**config.mk**
```make
export PLATFORM = sky130hd
export DESIGN_NAME = operand_fetch
export DESIGN_NICKNAME = d
export VERILOG_FILES = /design/src/rtl/cpu_pkg.sv /design/src/rtl/regfile.sv /design/src/rtl/operand_fetch.sv
export SDC_FILE = /design/constraint.sdc
export NUM_CORES = 1
export LEC_CHECK = 0
export BUFFER_PORTS_ARGS = -buffer_cell sky130_fd_sc_hd__clkbuf_2
export CAP_MARGIN = 20
export CORE_MARGIN = 10
export CORE_UTILIZATION = 40
export DETAILED_ROUTE_END_ITERATION = 7
export GPL_TIMING_DRIVEN = 0
export SLEW_MARGIN = 20
export SYNTH_ARGS = -nofsm -noshare
export SYNTH_HDL_FRONTEND = slang
export SYNTH_SLANG_ARGS = --single-unit
```
**constraint.sdc**
```tcl
create_clock -name clk -period 3.2 [get_ports clk]
set_clock_uncertainty 0.1 [all_clocks]
set_input_delay 0.48 -clock clk [delete_from_list [all_inputs] [get_ports clk]]
set_output_delay 0.48 -clock clk [all_outputs]
set_load 0.1 [all_outputs]
```
**src/rtl/cpu_pkg.sv**
```systemverilog
// Shared CPU definitions: ALU function codes, opcodes, instruction fields.
// Latency: n/a (types, constants and pure functions only).
// Backpressure: n/a.
package cpu_pkg;

  localparam int REG_W = 16;
  localparam int IDX_W = 3;

  typedef enum logic [3:0] {
    ALU_NAND = 4'd0,
    ALU_AND  = 4'd1,
    ALU_NOR  = 4'd2,
    ALU_OR   = 4'd3,
    ALU_ADD  = 4'd4,
    ALU_SUB  = 4'd5,
    ALU_XOR  = 4'd6,
    ALU_SL   = 4'd7,
    ALU_SR   = 4'd8
  } alu_func_e;

  // Opcodes 0-8 share their encoding with alu_func_e; 10-15 are illegal.
  localparam logic [3:0] OP_NAND = 4'd0;
  localparam logic [3:0] OP_AND  = 4'd1;
  localparam logic [3:0] OP_NOR  = 4'd2;
  localparam logic [3:0] OP_OR   = 4'd3;
  localparam logic [3:0] OP_ADD  = 4'd4;
  localparam logic [3:0] OP_SUB  = 4'd5;
  localparam logic [3:0] OP_XOR  = 4'd6;
  localparam logic [3:0] OP_SL   = 4'd7;
  localparam logic [3:0] OP_SR   = 4'd8;
  localparam logic [3:0] OP_ADDI = 4'd9;

  // Instruction field positions. rs2 and imm6 overlap.
  localparam int OP_HI  = 15;
  localparam int OP_LO  = 12;
  localparam int RD_HI  = 11;
  localparam int RD_LO  = 9;
  localparam int RS1_HI = 8;
  localparam int RS1_LO = 6;
  localparam int RS2_HI = 5;
  localparam int RS2_LO = 3;
  localparam int IMM_HI = 5;
  localparam int IMM_LO = 0;

  typedef struct packed {
    logic [3:0]       op;
    logic [IDX_W-1:0] rd;
    logic [IDX_W-1:0] rs1;
    logic [IDX_W-1:0] rs2;
    logic [5:0]       imm6;
  } instr_t;

  function automatic instr_t decode(input logic [REG_W-1:0] raw);
    instr_t d;
    d.op   = raw[OP_HI:OP_LO];
    d.rd   = raw[RD_HI:RD_LO];
    d.rs1  = raw[RS1_HI:RS1_LO];
    d.rs2  = raw[RS2_HI:RS2_LO];
    d.imm6 = raw[IMM_HI:IMM_LO];
    return d;
  endfunction

  function automatic logic [REG_W-1:0] sext6(input logic [5:0] v);
    return {{(REG_W-6){v[5]}}, v};
  endfunction

endpackage

```
**src/rtl/regfile.sv**
```systemverilog
// Architectural register file: 2 combinational reads, 1 synchronous write, R0 reads 0.
// Latency: reads 0 cycles; a write is visible to reads after the next rising edge.
// Backpressure: none; a write is always accepted (writes to R0 dropped).
// Ports: clk/rst; ra1/rd1 and ra2/rd2 read ports; we/wa/wd write port.
module regfile
  import cpu_pkg::*;
#(
  parameter int NREGS = 8
) (
  input  logic             clk,
  input  logic             rst,
  input  logic [IDX_W-1:0] ra1,
  output logic [REG_W-1:0] rd1,
  input  logic [IDX_W-1:0] ra2,
  output logic [REG_W-1:0] rd2,
  input  logic             we,
  input  logic [IDX_W-1:0] wa,
  input  logic [REG_W-1:0] wd
);

  logic [REG_W-1:0] regs [NREGS];

  always_ff @(posedge clk) begin
    if (rst) begin
      for (int i = 0; i < NREGS; i++) begin
        regs[i] <= '0;
      end
    end else if (we && (wa != '0)) begin
      regs[wa] <= wd;
    end
  end

  assign rd1 = (ra1 == '0) ? '0 : regs[ra1];
  assign rd2 = (ra2 == '0) ? '0 : regs[ra2];

endmodule

```
**src/rtl/operand_fetch.sv**
```systemverilog
// Operand fetch: decode, scoreboard hazard check, register read with writeback bypass, issue.
// Latency: 1 cycle from accepted instruction to out_valid.
// Backpressure: in_ready drops on a held output (out_valid & ~out_ready) or a RAW/WAW hazard.
// Ports: clk/rst; in_valid/in_ready/in_instr from fetch; out_valid/out_ready and
//   out_alu_func/out_a/out_b/out_rd to execute; wb_valid/wb_rd/wb_data from execute;
//   illegal is a sticky bad-opcode flag.
module operand_fetch
  import cpu_pkg::*;
#(
  parameter int NREGS = 8
) (
  input  logic             clk,
  input  logic             rst,
  input  logic             in_valid,
  output logic             in_ready,
  input  logic [REG_W-1:0] in_instr,
  output logic             out_valid,
  input  logic             out_ready,
  output alu_func_e        out_alu_func,
  output logic [REG_W-1:0] out_a,
  output logic [REG_W-1:0] out_b,
  output logic [IDX_W-1:0] out_rd,
  input  logic             wb_valid,
  input  logic [IDX_W-1:0] wb_rd,
  input  logic [REG_W-1:0] wb_data,
  output logic             illegal
);

  instr_t           d;
  logic             is_imm;
  logic             is_illegal;
  logic             uses_rs2;
  logic             wb_live;
  logic [REG_W-1:0] rf_a;
  logic [REG_W-1:0] rf_b;
  logic [REG_W-1:0] src_a;
  logic [REG_W-1:0] src_b;
  logic [NREGS-1:0] pending;
  logic [NREGS-1:0] wb_clr;
  logic [NREGS-1:0] pend_eff;
  logic [NREGS-1:0] rd_set;
  logic             hazard;
  logic             xfer;
  logic             issue;
  alu_func_e        func;

  assign d          = decode(in_instr);
  assign is_imm     = (d.op == OP_ADDI);
  assign is_illegal = (d.op > OP_ADDI);
  assign uses_rs2   = (d.op < OP_ADDI);

  // R0 writebacks are dropped everywhere: regfile, bypass and scoreboard.
  assign wb_live = wb_valid && (wb_rd != '0);

  regfile #(.NREGS(NREGS)) u_regfile (
    .clk (clk),
    .rst (rst),
    .ra1 (d.rs1),
    .rd1 (rf_a),
    .ra2 (d.rs2),
    .rd2 (rf_b),
    .we  (wb_valid),
    .wa  (wb_rd),
    .wd  (wb_data)
  );

  // Same-cycle writeback forwarding; the regfile only sees it next edge.
  assign src_a = (wb_live && (wb_rd == d.rs1)) ? wb_data : rf_a;
  assign src_b = is_imm                         ? sext6(d.imm6) :
                 (wb_live && (wb_rd == d.rs2))  ? wb_data       : rf_b;

  assign func = is_imm ? ALU_ADD : alu_func_e'(d.op);

  // Hazard is evaluated after this cycle's writeback clear so a stalled
  // consumer is released in the same cycle its producer writes back.
  assign wb_clr   = wb_live ? (NREGS'(1) << wb_rd) : '0;
  assign pend_eff = pending & ~wb_clr;
  assign hazard   = in_valid & (pend_eff[d.rs1] |
                                (uses_rs2 & pend_eff[d.rs2]) |
                                pend_eff[d.rd]);

  assign in_ready = (~out_valid | out_ready) & ~hazard;
  assign xfer     = in_valid & in_ready;
  assign issue    = xfer & ~is_illegal;

  // Set is OR-ed after the clear, so accept-rd==wb_rd leaves the bit set.
  assign rd_set = (issue && (d.rd != '0)) ? (NREGS'(1) << d.rd) : '0;

  always_ff @(posedge clk) begin
    if (rst) begin
      pending      <= '0;
      out_valid    <= 1'b0;
      out_alu_func <= ALU_NAND;
      out_a        <= '0;
      out_b        <= '0;
      out_rd       <= '0;
      illegal      <= 1'b0;
    end else begin
      pending <= pend_eff | rd_set;
      if (xfer && is_illegal) begin
        illegal <= 1'b1;
      end
      if (issue) begin
        out_valid    <= 1'b1;
        out_alu_func <= func;
        out_a        <= src_a;
        out_b        <= src_b;
        out_rd       <= d.rd;
      end else if (out_ready) begin
        out_valid <= 1'b0;
      end
    end
  end

endmodule

```
==> results of run 1 <==
flip-flops by register name, indices dropped and copies added (netlist names):
register        cells
u_regfile.regs    128
out_a              16
out_b              16
pending             8
out_alu_func        4
out_rd              3
illegal             1
out_valid           1
layer usage:
metal	track usage [%]	up-vias	part of all wire [%]
met3	4.312	29	7.0
met2	30.13	241	47
li1	-	2966	-
met1	24.19	3205	44
met4	4.981	0	1.7
met5	0	-	0
synthesized netlist by cell type (2+ instances only):
cell       instances
clkbuf_1          37
nor2b_1           17
nand2b_1          58
nand3_1            8
o21bai_1           2
and3_1             2
nor2_1             9
dfxtp_1           49
o31ai_1            2
buf_4              4
buf_6              2
nand2_1           33
a22oi_1            6
xnor2_1            4
or2_2              2
buf_2             14
o2bb2ai_1         16
nand3b_1           3
nor3_1            10
nand4bb_1          2
o211ai_1           2
nand4b_1           3
a211o_1            6
inv_1              6
o21ai_0            2
edfxtp_1         128
mux4_2            65
mux2_1            11
and2_1           114
o2111a_1           2
a31oi_1           14
a32oi_1            3
a21oi_1            3
o21ai_1            3
mux2i_1           42
mux2_2            16
o32ai_1            5
logic make-up after synthesis:
family,count (synthesis),synth area share (%)
compound gates,77,6.472
xor+xnor,4,0.3668
buf+inv,64,3.014
flops,177,50.52
mux,134,22.92
other cells,1,0.03927
simple gates,269,16.67
repair_timing:
item,4_1_cts,5_1_grt
endpoints found under the setup margin,1,1
buffers inserted,0,4
gates resized for setup,1,1
pin swaps,0,2
gates cloned,0,0
hold buffers,0,0
through the flow:
stage	std cells	TNS [ns]	cell area, um2	hold WS (ns)
2_1_floorplan	741	0	9609	0.3738
3_3_place_gp	1138	-8.386	10400	0.3605
3_5_place_dp	1139	-5.116	10430	0.3662
4_1_cts	1171	0	11000	0.2223
5_1_grt	1175	0	11030	0.2281
6_report	1176	0	11030	0.2253
worst max-delay path: cells and delay by family:
kind | cells | cell delay (ns)
AO/OA/AOI/OAI | 3 | 0.66
buffers and inverters | 2 | 0.39
AND/OR/NAND/NOR | 2 | 0.45
multiplexers | 1 | 0.49
report_power, final:
part,internal [mW],total [mW],switching (mW)
sequential,2.60,2.67,0.0666
combinational,0.354,1.01,0.657
clock,1.09,2.05,0.959
layout make-up:
type,instances,area (um2)
Fill cell,2130,12440
Clock inverter,13,127.6
Tap cell,319,399.1
Timing Repair Buffer,83,430.4
Sequential cell,177,4825
Inverter,6,22.52
Buffer,58,269.0
Antenna cell,1,2.502
Clock buffer,19,432.9
Multi-Input combinational cell,500,4524
how the worst max path moves through the flow:
stage          startpoint                                   to  slack (ns)  cells after the start
2_1_floorplan    wb_rd[1]                             in_ready        0.20                      7
3_3_place_gp          rst   u_regfile.regs[1][2]$_SDFFCE_PN0P_       -0.25                      5
3_5_place_dp          rst  u_regfile.regs[3][12]$_SDFFCE_PN0P_       -0.29                      5
4_1_cts          wb_rd[1]                             in_ready        0.13                      9
5_1_grt          wb_rd[0]                             in_ready        0.02                      9
6_report         wb_rd[1]                             in_ready        0.14                      8
==> impl_results.md, run 1 <==
* R2R cell count at 6
* Cell row count at 56
* Hold wc startpoint: in_instr[13]
* Worst hold path type: in2reg
* Critical Path RT at about 2.6 ns
* Synth warn at 0
* # nets final at 883
* Seq/Total Area, Yosys at 50.52%
* Skew-Pair Late Insertion Delay at between 0.4 and 0.5 ns
* Fmax at 326.6 MHz
* Worst path cell trace: clkbuf_2 -> nand2b_1 -> o21ai_1 -> mux4_2 -> a211o_1 -> nand3_1 -> a21boi_2 -> clkbuf_4
* Starting Density at 40.68%
* Avg WL per Cell at 23.82 um
* Vias at 6441
* PwrDens at 519.5 mW/mm2
* Fin. max-slew vios at 0
* Layout Area Growth over Synthesis at 15.54%
* Max-Slew Margin vs Limit at 21.57%
* Clock tree from TritonCTS: done
* Power Total at 5.732 mW
* Remaining DRCs at 0
* GR Overflow Total at 0
* Worst-margin pin slew at 1.176 ns
* FF+latch count, synth at 177
* Commonest non-fill, non-tap cell in the layout: edfxtp_1
* H-tree depth at 4
* Placer Congestion at 0.8194
* Post-Syn Area per Cell at 13.15 um2
* CTS root buf: clkbuf_16
* Final worst path period share at 95.68%
* Detailed placer's ending HPWL at 18990 um
* Worst r2r src: pending[1]$_SDFF_PP0_
* Pin count of the biggest net entering global routing at 18
* Initial antenna violation count at 1
* CP Launch Type: input port
* Post-Syn Instances at 726
* Slowest cell on crit path: mux4_2
* Most frequent cells in the layout: edfxtp_1 (128), and2_1 (114), clkbuf_2 (78)
* Top post-synthesis cells by area: edfxtp_1 (40%), mux4_2 (15%), dfxtp_1 (10%)
* Top cell type by total area after synthesis: edfxtp_1
* Share of cells above drive strength 1 at between 20% and 30%
* Sink Count at 177
* Max IR drop VDD at 285.3 uV
* Drt first pass iters at 4
* Max-cap viol count at 0
* CP max stage delay at 0.49 ns
* Post-DR vias/cell at 5.477
* Post-synthesis cell area at 0.009549 mm2
* CP Class: in2out
* EDFF count, synth at 128
* All-Layer GR Usage at 18.48%
* DRT Wirelength at 28010 um
* Worst Path Arrival at 2.48 ns
* Leakage power at 4.123 nW
* Die ar. at 0.03045 mm2
* Setup slack at placement at -0.2881 ns
* Share of the synthesized area in the top cell type at 40.25%
* Num ports at 82
* Main synth FF type: edfxtp_1
* Final setup violation count at 0
* Crit. End Element: primary output
* Async SR Flop Fraction at 0%
* Final core occ at between 40 and 50%
* Critical R2R Capture: out_b[12]$_SDFFE_PP0P_
* Hold EP: out_alu_func[1]$_SDFFE_PP0P_
* DR iter-0 viols at 560
* Buffers added on ports at 78
* Post-route ant nets at 0
* Synth cell types at 58
* Clk buf depth at 2
* Die width at around 170 um
* CTS clk-pin slew, worst paths at 0.07 ns
* R2R setup slack at 0.88 ns
* Critical path fanouts, max at 5
* Hold path cells at 3
* CTS buffer count at 17
* Vias in the first global route at ~6700
* Fin crit period at around 3.1 ns
* Die Y at 174.5 um
* Final hold violation count at 0
* First-pass GRT wire length at ~42000 um
* Status: completed
* CORE AREA at approximately 0.023 mm2
* RSZ-0062 raised after global routing: no
* Final WS setup at 0.1382 ns
(Power assumes the default switching activity.)
==> run 2, diff against run 1 <==
--- a/config.mk
+++ b/config.mk
@@ -9,6 +9,7 @@
 export CAP_MARGIN = 20
 export CORE_MARGIN = 10
 export CORE_UTILIZATION = 40
+export CTS_BUF_LIST = sky130_fd_sc_hd__clkbuf_8 sky130_fd_sc_hd__clkbuf_16
 export DETAILED_ROUTE_END_ITERATION = 7
 export GPL_TIMING_DRIVEN = 0
 export SLEW_MARGIN = 20
==> constraint.sdc (replaced) <==
create_clock -name clk -period 3.45 [get_ports clk]
set_clock_uncertainty 0.1 [all_clocks]
set_input_delay 0.5175 -clock clk [delete_from_list [all_inputs] [get_ports clk]]
set_output_delay 0.5175 -clock clk [all_outputs]
set_load 0.1 [all_outputs]
==> impl_results.md, run 2 (synthesis results as in run 1) <==
* First-pass GRT wire length at roughly 42000 um
* Clock tree from TritonCTS: done
* Worst Path Arrival at 2.70 ns
* Inst Count DP at 1139
* Worst-margin pin slew at 1.168 ns
* Status: completed
* RSZ-0062 raised after global routing: no
* GR Overflow Total at 0
* Max-Slew Margin vs Limit at 22.16%
* Detailed placer's ending HPWL at 18990 um
* Crit. End Element: primary output
* Die width at 174.5 um
* Vias in the first global route at 6673
* CTS clk-pin slew, worst paths at around 0.07 ns
* CTS buffer count at 17
* Share of cells above drive strength 1 at 26.41%
* Max-cap viol count at 0
* Final WS setup at 0.1358 ns
* Die Y at around 170 um
* Buffers added on ports at 78
* Drt first pass iters at 4
* Worst hold path type: in2reg
* Final hold violation count at 0
* Post-DR vias/cell at between 5 and 6
* Post-route ant nets at 0
* Layout Area Growth over Synthesis at 15.20%
* Vias at 6406
* Leakage power at slightly above 4 nW
* Die ar. at between 0.03 and 0.04 mm2
* Initial antenna violation count at 1
* Placer Congestion at 0.8194
* Final core occ at between 40% and 50%
* Starting Density at 40.68%
* Fin area at 0.01100 mm2
* Placed standard-cell area at between 0.01 and 0.015 mm2
* Power Total at between 5 and 6 mW
* Post-CTS Setup Inserts at 0
* Critical path fanouts, max at 10
* Final worst path period share at 96.06%
* CP Class: in2out
* CP Launch Type: input port
* Top flop regs: u_regfile.regs (128), out_a (16), out_b (16)
* Num ports at 82
* CORE AREA at 0.02347 mm2
* CTS root buf: clkbuf_16
* Sink Count at 177
* Critical Path RT at 2.83 ns
* Remaining DRCs at 0
* Cell row count at 56
* All-Layer GR Usage at 18.48%
* Fin. max-slew vios at 0
* DR iter-0 viols at between 500 and 600
* Fmax at 301.7 MHz
* Skew-Pair Late Insertion Delay at 0.44 ns
* Pin count of the biggest net entering global routing at 18
* Fin crit period at roughly 3.3 ns
* Avg WL per Cell at between 20 and 25 um
* Commonest non-fill, non-tap cell in the layout: edfxtp_1
* Top reg by flops: u_regfile.regs
* DRT Wirelength at about 28000 um
* PwrDens at 482.0 mW/mm2
* Clk buf depth at 2
* # nets final at 879
* Final setup violation count at 0
* H-tree depth at 4
* Setup slack at placement at -0.07558 ns
* Max IR drop VDD at 261.6 uV
* Max reg flops at 128
* Finished Layout Cells at 1172
* Most frequent cells in the layout: edfxtp_1 (128), and2_1 (114), clkbuf_2 (79)
## run 2: cell count changes in the layout (fill, tap and decap cells not counted), sizes merged
cell,before,now
buf,25,21
clkbuf,135,133
inv,12,14
## run 2: timing repair
item                                    4_1_cts  5_1_grt
resized for setup                             0        1
hold buffers                                  0        0
endpoints found under the setup margin        0        1
endpoints found under the hold margin         0        0
## run 2: where the power goes
group          switching (mW)  internal, mW
sequential             0.0615          2.42
combinational           0.607         0.325
clock                   0.887          1.01
## run 2: area by class of cell
cell class                 count  area, um2
sequential                   177       4825
inverter                       6      22.52
antenna                        1      2.502
timing repair buffer          79      397.9
clock inverter                15      135.1
tap                          319      399.1
multi-input combinational    500       4524
buffer                        58      269.0
clock buffer                  17      425.4
fill                        2133      12470
## run 2: metal layers
layer	vias up	part of all wire (%)	GRT usage (%)
li1	2955	-	-
met1	3185	44	24.19
met2	239	47	30.13
met3	27	7.4	4.312
met4	0	1.7	4.981
met5	-	0	0
## run 2: worst max-delay path, cell delays in order
cell,delay [ns]
clkbuf_2,0.13
buf_2,0.24
nand4_1,0.32
a32oi_1,0.29
a32oi_1,0.12
o211ai_1,0.25
nand3_1,0.20
a21boi_2,0.16
clkbuf_2,0.46
## run 2: path summary, 6_finish.rpt
kind	startpoint	endpoint	slack (ns)	cells past startpoint
max reg2reg	pending[1]$_SDFF_PP0_	out_b[12]$_SDFFE_PP0P_	1.14	6
min reg2reg	out_alu_func[1]$_SDFFE_PP0P_	out_alu_func[1]$_SDFFE_PP0P_	0.37	2
min	in_instr[13]	out_alu_func[1]$_SDFFE_PP0P_	0.26	3
max	wb_rd[0]	in_ready	0.14	9
## run 2: metrics by stage
| step | hold slack (ns) | setup TNS, ns |
|---|---|---|
| after global placement | 0.3605 | -0.7324 |
| after floorplan | 0.3738 | 0 |
| after detailed placement | 0.3662 | -1.175 |
| after CTS | 0.2598 | 0 |
| after global routing | 0.2656 | 0 |
| final | 0.2647 | 0 |
